==> src/rtl/i2c_slave_write_byte.sv <==
// I2C slave byte transmitter: shifts DATA_WIDTH bits MSB first on SDA, then samples the master's ACK on the 9th SCL.
// SDA changes HOLD_CYCLES clocks after each SCL fall; the SCL master paces everything, so there is no backpressure beyond SCL itself.
module i2c_slave_write_byte #(
  parameter int DATA_WIDTH  = 8,
  parameter int HOLD_CYCLES = 4
) (
  input  logic                  clock,
  input  logic                  reset_n,
  input  logic                  enable,
  input  logic [DATA_WIDTH-1:0] data_in,
  input  logic                  scl,
  input  logic                  sda_in,
  output logic                  sda_out,
  output logic                  busy,
  output logic                  ack,
  output logic                  error,
  output logic                  finish
);

  localparam int CW = (DATA_WIDTH > 1) ? $clog2(DATA_WIDTH) : 1;

  typedef enum logic [2:0] {
    S_IDLE,
    S_HOLD,
    S_DRIVE,
    S_HIGH,
    S_ACK_HOLD,
    S_ACK_WAIT,
    S_ACK_HIGH
  } state_t;

  state_t                state_q, state_d;
  logic [DATA_WIDTH-1:0] shift_q, shift_d;
  logic [CW-1:0]         bit_cnt_q, bit_cnt_d;
  logic [7:0]            hold_q, hold_d;
  logic                  scl_last_q;
  logic                  sda_q, sda_d;
  logic                  ack_q, ack_d;
  logic                  err_q, err_d;
  logic                  busy_q, busy_d;
  logic                  rise, fall, hold_done;

  assign rise      = !scl_last_q && scl;
  assign fall      = scl_last_q && !scl;
  // Counter is loaded on the fall cycle, so reaching 1 means HOLD_CYCLES clocks have elapsed.
  assign hold_done = (hold_q <= 8'd1);

  always_comb begin
    state_d   = state_q;
    shift_d   = shift_q;
    bit_cnt_d = bit_cnt_q;
    hold_d    = hold_q;
    sda_d     = sda_q;
    ack_d     = ack_q;
    err_d     = err_q;
    finish    = 1'b0;

    case (state_q)
      S_IDLE: begin
        if (enable && !scl) begin
          shift_d   = data_in;
          bit_cnt_d = CW'(DATA_WIDTH - 1);
          err_d     = 1'b0;
          ack_d     = 1'b0;
          hold_d    = 8'(HOLD_CYCLES);
          state_d   = S_HOLD;
        end
      end
      S_HOLD: begin
        if (rise) begin
          err_d   = 1'b1;
          state_d = S_HIGH;
        end else if (hold_done) begin
          sda_d   = shift_q[DATA_WIDTH-1];
          state_d = S_DRIVE;
        end else begin
          hold_d = hold_q - 8'd1;
        end
      end
      S_DRIVE: begin
        if (rise) state_d = S_HIGH;
      end
      S_HIGH: begin
        // Line readback differs from what we drive: lost arbitration or a stuck line.
        if (scl && (sda_in != sda_q)) err_d = 1'b1;
        if (fall) begin
          hold_d = 8'(HOLD_CYCLES);
          if (bit_cnt_q != '0) begin
            shift_d   = shift_q << 1;
            bit_cnt_d = bit_cnt_q - CW'(1);
            state_d   = S_HOLD;
          end else begin
            state_d = S_ACK_HOLD;
          end
        end
      end
      S_ACK_HOLD: begin
        if (rise) begin
          err_d   = 1'b1;
          sda_d   = 1'b1;
          state_d = S_ACK_HIGH;
        end else if (hold_done) begin
          sda_d   = 1'b1;
          state_d = S_ACK_WAIT;
        end else begin
          hold_d = hold_q - 8'd1;
        end
      end
      S_ACK_WAIT: begin
        if (rise) begin
          ack_d   = !sda_in;
          state_d = S_ACK_HIGH;
        end
      end
      S_ACK_HIGH: begin
        if (fall) begin
          finish  = 1'b1;
          sda_d   = 1'b1;
          state_d = S_IDLE;
        end
      end
      default: begin
        sda_d   = 1'b1;
        state_d = S_IDLE;
      end
    endcase

    busy_d = (state_d != S_IDLE);
  end

  always_ff @(posedge clock or negedge reset_n) begin
    if (!reset_n) begin
      state_q    <= S_IDLE;
      shift_q    <= '0;
      bit_cnt_q  <= '0;
      hold_q     <= '0;
      scl_last_q <= 1'b1;
      sda_q      <= 1'b1;
      ack_q      <= 1'b0;
      err_q      <= 1'b0;
      busy_q     <= 1'b0;
    end else begin
      state_q    <= state_d;
      shift_q    <= shift_d;
      bit_cnt_q  <= bit_cnt_d;
      hold_q     <= hold_d;
      scl_last_q <= scl;
      sda_q      <= sda_d;
      ack_q      <= ack_d;
      err_q      <= err_d;
      busy_q     <= busy_d;
    end
  end

  assign sda_out = sda_q;
  assign busy    = busy_q;
  assign ack     = ack_q;
  assign error   = err_q;

endmodule
==> config.mk <==
export PLATFORM = sky130hd
export DESIGN_NAME = i2c_slave_write_byte
export DESIGN_NICKNAME = d
export VERILOG_FILES = /design/src/rtl/i2c_slave_write_byte.sv
export SDC_FILE = /design/constraint.sdc
export NUM_CORES = 1
export LEC_CHECK = 0
export CAP_MARGIN = 25
export CELL_PAD_IN_SITES_DETAIL_PLACEMENT = 0
export CELL_PAD_IN_SITES_GLOBAL_PLACEMENT = 1
export CORE_ASPECT_RATIO = 1.5
export CORE_UTILIZATION = 30
export DETAILED_ROUTE_END_ITERATION = 6
export PLACE_DENSITY_LB_ADDON = 0.1
export SYNTH_ARGS = -nofsm -noshare
export SYNTH_HDL_FRONTEND = slang
export SYNTH_SLANG_ARGS = --single-unit
==> constraint.sdc <==
create_clock -name clock -period 2.1 [get_ports clock]
set_input_delay 0.63 -clock clock [delete_from_list [all_inputs] [get_ports clock]]
set_output_delay 0.63 -clock clock [all_outputs]
set_load 0.02 [all_outputs]
==> flow_summary_export.csv <==
group,metric,value,unit
sta,hold_viol_final,0,
grt,first_global_vias,1458,
route,ant_nets,0,
floorplanning,fp-row-count,32,
place,placedCellCount,283,
worst_setup_path,worst_setup_path_end_kind,"flip-flop",
floorplanning,die_h,91.4,µm
route,vias_per_cell,5.07,
worst_setup_path,reg2reg_slack,0.13,ns
sta,fin_crit_sh,95.5,%
grt,grt_pass1_wl,6860,µm
worst_setup_path,cp-endpoint,"hold_q[4]",
place,post_dp_cell_area,2040,µm²
route,drt-total-wl,4000,µm
grt,grt-ovfl-total,0,
power_and_ir_drop,p_switching,0.00109,W
worst_setup_path,worstSetupPathType,"in -> reg",
yosys,ys_seq_area_share,42.4,%
power_and_ir_drop,leakage,0.915,nW
sta,slew_headroom,68.8,%
yosys,yosys-top-cells-area,"dfrtp_1 (39%), nor2_1 (4.9%), nand2_1 (4.2%), nor3_1 (3.8%), dfstp_2 (3.3%)",
route,first_pass_iters,4,
layout,antenna_cells,0,
layout,synthToLayoutAreaGrowth,31.5,%
layout,fill_cells,555,
worst_setup_path,crit_required,2.30,ns
yosys,synthesis.instances,175,
worst_setup_path,worstReg2RegStart,"hold_q[0]",
yosys,synth.most_common_cell,"dfrtp_1",
power_and_ir_drop,power.total,0.00260,W
power_and_ir_drop,power.internal,0.00151,W
power_and_ir_drop,sw_frac_of_total,41.8,%
yosys,ys_async_sr_fraction,100,%
yosys,ys_ff_latch,27,
sta,slew_violations,0,
grt,grt_max_degree,28,
power_and_ir_drop,p_per_area,1240,nW/µm²
yosys,synth.top_cell.area_share,39.2,%
job,maxCapViolCount,0,
floorplanning,core_area,5120,µm²
route,drt-initial-drc-count,67,
yosys,ys_top_cells_by_count,"dfrtp_1 (25), nor2_1 (21), nand2_1 (18)",
yosys,synth_nets,192,
route,via_count,1466,
place,place_hpwl,3030,µm
sta,worstMarginPinSlew,0.465,ns
worst_hold_path,hold_path_class,"reg -> reg",
yosys,synth.distinct_cells,53,
route,drcViolationCount,0,
yosys,ys_warn_count,0,
power_and_ir_drop,power_frac_comb,54.9,%
worst_setup_path,cp-start-kind,"input port",
yosys,synth_top_cell_by_area,"dfrtp_1",
worst_setup_path,rr_worst_depth,7,
grt,grt_use_total,16.1,%
clock_tree,cts_root_buf,"clkbuf_8",
sta,min_period,2.00,ns
sta,tns,0,ns
grt,antenna_found_initial,0,
floorplanning,fp.dieArea,5630,µm²
clock_tree,clock_path_buffers,2,
sta,clock_skew,0.00299,ns
layout,fin_util,41.0,%
yosys,synth_edf_count,0,
route,wl_per_cell,13.8,µm
layout,final_area,2100,µm²
clock_tree,cts_tree,"done",
power_and_ir_drop,seq_power_share,33.4,%
clock_tree,insertion_delay,0.27,ns
yosys,syn-cell-area,1600,µm²
layout,fin_cells,289,
clock_tree,htreeDepth,1,
place,gp_congestion,0.801,
layout,drive_above_1_share,23.1,%
layout,fin_nets,239,
yosys,synth_flop_cell,"dfrtp_1",
clock_tree,clock_sink_count,27,
floorplanning,start_util,31.2,%
floorplanning,ios,18,
sta,fmax,499,MHz
worst_setup_path,critPathLaunch,"enable",
sta,rsz0062_at_grt,"false",
worst_setup_path,critical_path_arrival,2.21,ns
worst_setup_path,timing.rr.end,"hold_q[4]",
sta,finalSetupViolations,0,
clock_tree,clk_pin_slew,0.10,ns
worst_setup_path,cp_max_fo,4,
run_status,status,"finished clean",
yosys,syn_avg_cell_area,9.13,µm²
place,port_buffers,17,
power_and_ir_drop,clock_power_share,11.7,%
floorplanning,die_x,61.6,µm
power_and_ir_drop,peakVddDrop,0.491,mV
clock_tree,cts_buffers,3,
cells by family (layout without fill, tap and decap cells):
family / after synthesis / in the layout / share of synthesized area (%)
simple gates: 78 / 78 / 25.8
compound gates: 49 / 49 / 22.5
flops: 27 / 27 / 42.4
buf+inv: 12 / 58 / 3.29
fa+ha+maj: 4 / 4 / 3.13
xor+xnor: 4 / 4 / 2.19
mux: 1 / 1 / 0.705
final cells by class:
class	count	area [µm²]	share of cell area (%)
multi-input combinational	136	875	41.6
sequential	27	678	32.3
timing repair buffer	47	390	18.6
tap	68	85.1	4.05
clock buffer	3	41.3	1.97
inverter	7	26.3	1.25
clock inverter	1	5.00	0.238
worst min path at each step:
stage | endpoint | slack, ns | depth (start not counted) | from
2_1_floorplan | ack | 0.33 | 0 | reset_n
3_3_place_gp | ack | 0.49 | 2 | ack
3_5_place_dp | ack | 0.49 | 2 | ack
4_1_cts | ack | 0.52 | 2 | ack
5_1_grt | error | 0.53 | 2 | error
6_report | ack | 0.51 | 2 | ack
power groups by stage:
stage | Clock [W] | Sequential [W] | Combinational (W)
6_report | 0.000305 | 0.000867 | 0.00143
3_5_place_dp | 0 | 0.000883 | 0.00140
4_1_cts | 0.000327 | 0.000872 | 0.00140
5_1_grt | 0.000344 | 0.000893 | 0.00162
3_3_place_gp | 0 | 0.000874 | 0.00138
2_1_floorplan | 0 | 0.000883 | 0.000899
per-stage QoR:
stage / hold WS (ns) / setup slack [ns]
2_1_floorplan: 0.334 / 0.190
3_3_place_gp: 0.491 / -0.634
3_5_place_dp: 0.493 / -0.579
4_1_cts: 0.517 / 0.0788
5_1_grt: 0.533 / 0.00900
6_report: 0.509 / 0.0952
state kept, by name, summed over array words and instances (netlist names):
name / count
scl_last_q: 1
shift_q: 8
error: 1
hold_q: 8
state_q: 3
busy: 1
ack: 1
bit_cnt_q: 3
sda_out: 1
placed cells by master, fill, tap and decap left out, types with 3 or more instances in the layout:
cell type / instances
dfrtp_1: 25
nor2b_1: 3
a21oi_1: 10
nor2_1: 21
a31oi_1: 6
clkdlybuf4s50_1: 14
xor2_1: 3
or4_1: 3
o21ai_0: 6
nand2_1: 18
nand2b_1: 4
clkbuf_8: 3
buf_4: 31
o21ai_1: 3
ha_1: 4
inv_1: 6
nor3_1: 11
metal layers:
| metal | part of all wire (%) | vias to the layer above | track usage [%] | wire length, µm |
|---|---|---|---|---|
| li1 | - | 728 | - | - |
| met1 | 44 | 710 | 20.6 | 1750 |
| met2 | 52 | 26 | 27.3 | 2090 |
| met3 | 3.3 | 2 | 2.14 | 130 |
| met4 | 0.73 | 0 | 4.44 | 29 |
| met5 | 0 | - | 0 | 0 |
worst max-delay path: stages:
cell and delay [ns]:
clkdlybuf4s50_1 0.46, nor2b_1 0.20, o21a_2 0.20, o221ai_2 0.14, or4_1 0.42, a21oi_1 0.16
repair_timing:
item | 4_1_cts | 5_1_grt
gates resized for setup | 9 | 2
setup buffers | 0 | 2
hold buffers | 0 | 0
endpoints found under the setup margin | 4 | 4
pin swaps | 0 | 2
(Power assumes the default switching activity.)
